### config.mk
export PLATFORM = sky130hd
export DESIGN_NAME = geet_fifo_prog_thresh_flat
export DESIGN_NICKNAME = d
export VERILOG_FILES = /design/src/rtl/geet_fifo_prog_thresh_if.sv /design/src/rtl/geet_fifo_prog_thresh.sv /design/src/flat_wrapper.sv
export SDC_FILE = /design/constraint.sdc
export NUM_CORES = 2
export LEC_CHECK = 0
export CORE_MARGIN = 2
export CORE_UTILIZATION = 35
export CTS_CLUSTER_DIAMETER = 60
export CTS_CLUSTER_SIZE = 40
export DETAILED_ROUTE_END_ITERATION = 10
export PLACE_DENSITY = 0.52
export SLEW_MARGIN = 25
export SYNTH_ARGS = -nofsm -noshare
export SYNTH_HDL_FRONTEND = slang
export SYNTH_SLANG_ARGS = --single-unit
### constraint.sdc
create_clock -name clk -period 3.9 [get_ports clk]
set_input_delay 0.78 -clock clk [delete_from_list [all_inputs] [get_ports clk]]
set_output_delay 0.78 -clock clk [all_outputs]
set_load 0.05 [all_outputs]
### src/rtl/geet_fifo_prog_thresh_if.sv
// Handshake and status bundle for the programmable-threshold FIFO.
// The master side drives requests and thresholds; the slave side is the FIFO itself.
interface geet_fifo_prog_thresh_if #(
  parameter int FIFO_DATA_WIDTH = 32,
  parameter int LOG2_FIFO_DEPTH = 6
);
  localparam int CW = LOG2_FIFO_DEPTH + 1;

  logic                       wr_en;
  logic [FIFO_DATA_WIDTH-1:0] d_in;
  logic                       rd_en;
  logic [FIFO_DATA_WIDTH-1:0] d_out;
  logic                       d_valid;
  logic [CW-1:0]              af_thresh;
  logic [CW-1:0]              ae_thresh;
  logic [CW-1:0]              count;
  logic                       empty;
  logic                       full;
  logic                       almost_full;
  logic                       almost_empty;
  logic                       overflow;
  logic                       underflow;
  logic                       clr_err;

  modport master (
    output wr_en, d_in, rd_en, af_thresh, ae_thresh, clr_err,
    input  d_out, d_valid, count, empty, full, almost_full, almost_empty,
           overflow, underflow
  );

  modport slave (
    input  wr_en, d_in, rd_en, af_thresh, ae_thresh, clr_err,
    output d_out, d_valid, count, empty, full, almost_full, almost_empty,
           overflow, underflow
  );
endinterface

### src/rtl/geet_fifo_prog_thresh.sv
// Synchronous FIFO with registered occupancy, programmable almost-full/empty
// thresholds, one-cycle registered read data and sticky overflow/underflow flags.
module geet_fifo_prog_thresh #(
  parameter int FIFO_DATA_WIDTH = 32,
  parameter int LOG2_FIFO_DEPTH = 6
) (
  input logic                    clk,
  input logic                    reset_n,
  geet_fifo_prog_thresh_if.slave fifo_if
);
  localparam int DEPTH = 1 << LOG2_FIFO_DEPTH;
  localparam int CW    = LOG2_FIFO_DEPTH + 1;
  localparam logic [CW-1:0] DEPTH_CW = CW'(DEPTH);

  logic [FIFO_DATA_WIDTH-1:0] mem [DEPTH];
  logic [CW-1:0]              wr_ptr;
  logic [CW-1:0]              rd_ptr;
  logic [CW-1:0]              next_count;
  logic                       wa;
  logic                       ra;

  // Acceptance uses the registered flags only, so a full FIFO never bypasses
  // a simultaneous read into a write.
  always_comb begin
    wa         = fifo_if.wr_en && !fifo_if.full;
    ra         = fifo_if.rd_en && !fifo_if.empty;
    next_count = fifo_if.count + CW'(wa) - CW'(ra);
  end

  always_ff @(posedge clk) begin
    if (wa) begin
      mem[wr_ptr[LOG2_FIFO_DEPTH-1:0]] <= fifo_if.d_in;
    end
  end

  always_ff @(posedge clk or negedge reset_n) begin
    if (!reset_n) begin
      wr_ptr <= '0;
      rd_ptr <= '0;
    end else begin
      if (wa) wr_ptr <= wr_ptr + 1'b1;
      if (ra) rd_ptr <= rd_ptr + 1'b1;
    end
  end

  always_ff @(posedge clk or negedge reset_n) begin
    if (!reset_n) begin
      fifo_if.d_out   <= '0;
      fifo_if.d_valid <= 1'b0;
    end else begin
      fifo_if.d_valid <= ra;
      if (ra) begin
        fifo_if.d_out <= mem[rd_ptr[LOG2_FIFO_DEPTH-1:0]];
      end
    end
  end

  // Status is registered from the post-update occupancy so it is exact
  // in the same cycle count changes.
  always_ff @(posedge clk or negedge reset_n) begin
    if (!reset_n) begin
      fifo_if.count        <= '0;
      fifo_if.empty        <= 1'b1;
      fifo_if.full         <= 1'b0;
      fifo_if.almost_full  <= 1'b0;
      fifo_if.almost_empty <= 1'b1;
    end else begin
      fifo_if.count        <= next_count;
      fifo_if.empty        <= (next_count == '0);
      fifo_if.full         <= (next_count == DEPTH_CW);
      fifo_if.almost_full  <= (next_count >= fifo_if.af_thresh);
      fifo_if.almost_empty <= (next_count <= fifo_if.ae_thresh);
    end
  end

  // A new error outranks a clear arriving in the same cycle.
  always_ff @(posedge clk or negedge reset_n) begin
    if (!reset_n) begin
      fifo_if.overflow  <= 1'b0;
      fifo_if.underflow <= 1'b0;
    end else begin
      if (fifo_if.wr_en && fifo_if.full)       fifo_if.overflow <= 1'b1;
      else if (fifo_if.clr_err)                fifo_if.overflow <= 1'b0;
      if (fifo_if.rd_en && fifo_if.empty)      fifo_if.underflow <= 1'b1;
      else if (fifo_if.clr_err)                fifo_if.underflow <= 1'b0;
    end
  end
endmodule

### src/flat_wrapper.sv
// flat-port wrapper written by rule: the top's interface ports become plain ports
module geet_fifo_prog_thresh_flat 
#(
  parameter int FIFO_DATA_WIDTH = 32,
  parameter int LOG2_FIFO_DEPTH = 6
)
  (clk, reset_n, fifo_if_wr_en, fifo_if_d_in, fifo_if_rd_en, fifo_if_af_thresh, fifo_if_ae_thresh, fifo_if_clr_err, fifo_if_d_out, fifo_if_d_valid, fifo_if_count, fifo_if_empty, fifo_if_full, fifo_if_almost_full, fifo_if_almost_empty, fifo_if_overflow, fifo_if_underflow);
  geet_fifo_prog_thresh_if #(.FIFO_DATA_WIDTH(FIFO_DATA_WIDTH), .LOG2_FIFO_DEPTH(LOG2_FIFO_DEPTH)) fifo_if_i ();
  input logic clk;
  input logic reset_n;
  input wire logic [$bits(fifo_if_i.wr_en)-1:0] fifo_if_wr_en;
  input wire logic [$bits(fifo_if_i.d_in)-1:0] fifo_if_d_in;
  input wire logic [$bits(fifo_if_i.rd_en)-1:0] fifo_if_rd_en;
  input wire logic [$bits(fifo_if_i.af_thresh)-1:0] fifo_if_af_thresh;
  input wire logic [$bits(fifo_if_i.ae_thresh)-1:0] fifo_if_ae_thresh;
  input wire logic [$bits(fifo_if_i.clr_err)-1:0] fifo_if_clr_err;
  output wire logic [$bits(fifo_if_i.d_out)-1:0] fifo_if_d_out;
  output wire logic [$bits(fifo_if_i.d_valid)-1:0] fifo_if_d_valid;
  output wire logic [$bits(fifo_if_i.count)-1:0] fifo_if_count;
  output wire logic [$bits(fifo_if_i.empty)-1:0] fifo_if_empty;
  output wire logic [$bits(fifo_if_i.full)-1:0] fifo_if_full;
  output wire logic [$bits(fifo_if_i.almost_full)-1:0] fifo_if_almost_full;
  output wire logic [$bits(fifo_if_i.almost_empty)-1:0] fifo_if_almost_empty;
  output wire logic [$bits(fifo_if_i.overflow)-1:0] fifo_if_overflow;
  output wire logic [$bits(fifo_if_i.underflow)-1:0] fifo_if_underflow;
  assign fifo_if_i.wr_en = fifo_if_wr_en;
  assign fifo_if_i.d_in = fifo_if_d_in;
  assign fifo_if_i.rd_en = fifo_if_rd_en;
  assign fifo_if_i.af_thresh = fifo_if_af_thresh;
  assign fifo_if_i.ae_thresh = fifo_if_ae_thresh;
  assign fifo_if_i.clr_err = fifo_if_clr_err;
  assign fifo_if_d_out = fifo_if_i.d_out;
  assign fifo_if_d_valid = fifo_if_i.d_valid;
  assign fifo_if_count = fifo_if_i.count;
  assign fifo_if_empty = fifo_if_i.empty;
  assign fifo_if_full = fifo_if_i.full;
  assign fifo_if_almost_full = fifo_if_i.almost_full;
  assign fifo_if_almost_empty = fifo_if_i.almost_empty;
  assign fifo_if_overflow = fifo_if_i.overflow;
  assign fifo_if_underflow = fifo_if_i.underflow;
  geet_fifo_prog_thresh #(.FIFO_DATA_WIDTH(FIFO_DATA_WIDTH), .LOG2_FIFO_DEPTH(LOG2_FIFO_DEPTH)) u_core (.clk(clk), .reset_n(reset_n), .fifo_if(fifo_if_i));
endmodule
==> results.toml <==
[run_status]
status = "finished, final reports clean"

[clock_tree]
clock_sink_count = 2106
tritoncts.num_buffers = 142
clk_path_buf_depth = 3
cts.reportedPaths.clkPinSlew_ps = 90
cts.htree.levels = 4
cts_tree = "built"
clock_insertion_delay_worst_skew_ps = 820
clock-root-buffer = "sky130_fd_sc_hd__clkbuf_16"

[synthesis]
post-synth-top-area-fraction = 0.760
synthCells = 3619
synthMuxAreaShare = 0.163
synth_area_leader = "sky130_fd_sc_hd__edfxtp_1"
synthMostInstantiatedCell = "sky130_fd_sc_hd__edfxtp_1"
synthAdderAreaFrac = 0.00374
synthArstFlopShare = 0.0275
synth_top_cells_by_area = "sky130_fd_sc_hd__edfxtp_1, sky130_fd_sc_hd__mux4_2, sky130_fd_sc_hd__dfrtp_1"
synth_top_family_by_area = "multiplexers"
synthXorXnorAreaFrac = 0.00162
syn_avg_cell_area_sq_um = 22.4
synth-edff-count = 2048
synth_compound_gate_area_share = 0.0224
syn_area_sq_um = 81000
yosys.area_share.simple = 0.0167
syn_nets = 3692
dominantRegCellSynth = "sky130_fd_sc_hd__edfxtp_1"
yosys_warnings = 0
synth_seq_area_share = 0.778
synth.lib_cells_used.distinct = 56
synth_common_cells = "sky130_fd_sc_hd__edfxtp_1, sky130_fd_sc_hd__mux4_2, sky130_fd_sc_hd__nand2_1"
synth_seq_cells = 2106

[timing]
setup_tns_ps = 0
tightest_slew_ps = 1060
number_of_hold_violations_in_the_final_report = 0
period_share = 0.923
tmin_final_ps = 3600
finalSetupViolCount = 0
maxClockFrequency_mhz = 278
slew_viol_final = 0
rsz0062_at_grt = "no"
layout_setup_ws_ps = 302
clock-skew-final_ps = 43.5
slew_headroom = 0.290
whs_ps = 356

[route]
final_antenna_net_count = 0
drtIter0Drc = 4325
routed_via_density = 5.48
detail_route.wl_per_cell_microns = 31.2
route.final.wire_length_microns = 221000
detailedRoute.firstPassIterationCount = 5
drc_violations = 0
vias = 38700

[critical_path]
end_kind = "register"
timing.critical_path.fanout_max = 4
cp_data_required_time_ps = 4620
cp_slowest_stage_delay_ps = 560
critical_path_cell_sequence = "nand2b_2, inv_2, ha_1, inv_1, ha_1, fa_1, a21o_1, a21oi_1, xnor2_1, ha_1, and4_1, a21oi_1, a21boi_0, maj3_1, a22oi_1"
crit_path_start_kind = "register"
critical-path-slowest-cell = "sky130_fd_sc_hd__dfstp_2"
worst_path_dominant_cell_family = "adder cells"
crit-reg2reg-capture = "u_core.fifo_if.almost_empty"
cp.buffers_inverters = 2
worstSetupPathType = "reg -> reg"
reg2reg_from = "u_core.fifo_if.empty"
crit_arrival_ps = 4310
rr_worst_depth = 15
setup_slack_on_the_worst_flop_to_flop_path_ps = 300
crit_top_cell = "sky130_fd_sc_hd__ha_1"

[pwr]
power.leakage_nw = 28.9
power.total_mw = 63.9
p_per_area_nw_per_um2 = 687
vdd_drop_max_mv = 0.535

[job]
max_cap_viol_count = 0

[hold_path]
timing.hold.worst.start = "fifo_if_d_in[27]"
timing.hold.worst.class = "in -> reg"
whs_path_depth = 1
hold_path_end = "u_core.mem[36][27]"

[global_route]
grt_pass1_vias = 39300
grt_max_degree = 93
grt_pass1_wl_microns = 309000
groute.layer.met3.usage = 0.0246
grt_busiest_layer = "met2"
grt_antenna_before_repair = 13
groute.layer.met1.usage = 0.269
gr-total-overflow = 0
grt.met2_usage = 0.301
grt_usage = 0.186

[placement]
quantity_of_i_o_buffers_inserted_on_ports = 96
place.gp.congestion = 0.781
dp_worst_setup_slack_ps = -281
place_hpwl_microns = 124000

[layout]
utilization_after_layout = 0.405
fin_nets = 3981
filler_cell_count = 20200
flow.area_growth_from_synthesis_pct = 14.9
drive_gt1_frac = 0.288

[floorplanning]
num_rows = 176
die_y_microns = 485
design.portCount = 97
die-area_sq_um = 235000
floorplan.initialDensity = 0.352
die_width_microns = 485
fp.coreArea_sq_um = 230000
==> power breakdown <==
group	leakage [nW]	internal [mW]	switching (mW)	total (mW)
combinational	7.30	8.57	12.2	20.8
clock	2.43	7.90	8.56	16.5
sequential	19.1	25.9	0.762	26.7
total	28.9	42.4	21.6	63.9
==> cell type report <==
| type | instances | area, sq um | share of cell area |
|---|---|---|---|
| Antenna cell | 6 | 15.0 | 0.000161 |
| Sequential cell | 2106 | 63000 | 0.677 |
| Inverter | 28 | 113 | 0.00121 |
| Timing Repair Buffer | 345 | 3800 | 0.0408 |
| Multi-Input combinational cell | 1285 | 17300 | 0.186 |
| Tap cell | 3026 | 3790 | 0.0407 |
| Clock inverter | 106 | 1290 | 0.0139 |
| Clock buffer | 157 | 3800 | 0.0408 |
==> cells by family (layout without fill, tap and decap cells) <==
family / Yosys count / in the layout
XOR/XNOR: 15 / 15
other: 0 / 6
buffers and inverters: 228 / 636
multiplexers: 649 / 649
adder cells (fa/ha/maj): 24 / 24
flip-flops: 2106 / 2106
AND/OR/NAND/NOR: 313 / 313
AO/OA/AOI/OAI: 284 / 284
==> metrics by stage <==
step | std cells | area [sq um]
floorplan | 3619 | 81000
finish | 7059 | 93100
global route | 7053 | 93000
detailed placement | 6788 | 87900
CTS | 7052 | 93000
global placement | 6788 | 87900
==> layout by cell type (no fill, tap or decap), types with 6 or more instances in the layout <==
| cell type | count |
|---|---|
| sky130_fd_sc_hd__clkbuf_1 | 6 |
| sky130_fd_sc_hd__nor2b_1 | 10 |
| sky130_fd_sc_hd__inv_1 | 26 |
| sky130_fd_sc_hd__a21o_1 | 6 |
| sky130_fd_sc_hd__inv_8 | 7 |
| sky130_fd_sc_hd__dfrtp_1 | 51 |
| sky130_fd_sc_hd__nor2_4 | 62 |
| sky130_fd_sc_hd__inv_16 | 6 |
| sky130_fd_sc_hd__buf_12 | 87 |
| sky130_fd_sc_hd__clkinvlp_4 | 14 |
| sky130_fd_sc_hd__nand3_1 | 38 |
| sky130_fd_sc_hd__o22ai_1 | 28 |
| sky130_fd_sc_hd__a21oi_1 | 93 |
| sky130_fd_sc_hd__mux2i_1 | 106 |
| sky130_fd_sc_hd__inv_12 | 11 |
| sky130_fd_sc_hd__diode_2 | 6 |
| sky130_fd_sc_hd__xnor2_1 | 12 |
| sky130_fd_sc_hd__nand2_1 | 152 |
| sky130_fd_sc_hd__buf_4 | 177 |
| sky130_fd_sc_hd__mux2_2 | 10 |
| sky130_fd_sc_hd__inv_6 | 21 |
| sky130_fd_sc_hd__a32oi_1 | 29 |
| sky130_fd_sc_hd__edfxtp_1 | 2048 |
| sky130_fd_sc_hd__o21ai_0 | 38 |
| sky130_fd_sc_hd__clkdlybuf4s50_1 | 63 |
| sky130_fd_sc_hd__clkinv_4 | 13 |
| sky130_fd_sc_hd__clkbuf_16 | 151 |
| sky130_fd_sc_hd__and2_1 | 6 |
| sky130_fd_sc_hd__mux4_2 | 531 |
| sky130_fd_sc_hd__o211ai_1 | 7 |
| sky130_fd_sc_hd__clkinv_2 | 7 |
| sky130_fd_sc_hd__buf_2 | 17 |
| sky130_fd_sc_hd__nor2_1 | 16 |
| sky130_fd_sc_hd__ha_1 | 21 |
| sky130_fd_sc_hd__clkinv_8 | 18 |
| sky130_fd_sc_hd__a211oi_1 | 56 |
==> worst max path at each step <==
stage / end / startpoint / cells past startpoint
final: u_core.fifo_if.almost_empty / u_core.fifo_if.empty / 15
after global routing: u_core.fifo_if.almost_empty / u_core.fifo_if.empty / 15
after CTS: u_core.fifo_if.d_out[26] / u_core.rd_ptr[0] / 9
after detailed placement: u_core.fifo_if.almost_empty / fifo_if_rd_en / 16
after global placement: u_core.fifo_if.almost_full / fifo_if_rd_en / 15
after floorplan: u_core.fifo_if.almost_empty / fifo_if_rd_en / 16
==> metal layers <==
layer / vias up / part of all wire
li1: 15800 / -
met1: 21500 / 0.44
met2: 1179 / 0.48
met3: 214 / 0.058
met4: 2 / 0.021
met5: - / 0.000059
==> flip-flops by register name (all words and copies together) (netlist names) <==
signal,cells
u_core.wr_ptr,6
u_core.fifo_if.count,7
u_core.rd_ptr,6
u_core.fifo_if.overflow,1
u_core.fifo_if.full,1
u_core.fifo_if.d_valid,1
u_core.fifo_if.d_out,32
u_core.mem,2048
u_core.fifo_if.empty,1
u_core.fifo_if.almost_empty,1
u_core.fifo_if.almost_full,1
u_core.fifo_if.underflow,1
==> repair_timing <==
item | CTS | global route
gates resized for setup | 0 | 0
hold buffers | 1 | 0
hold endpoints to repair | 28 | 0
buffers inserted | 0 | 0
No activity file was read; power rests on OpenSTA's default activity.
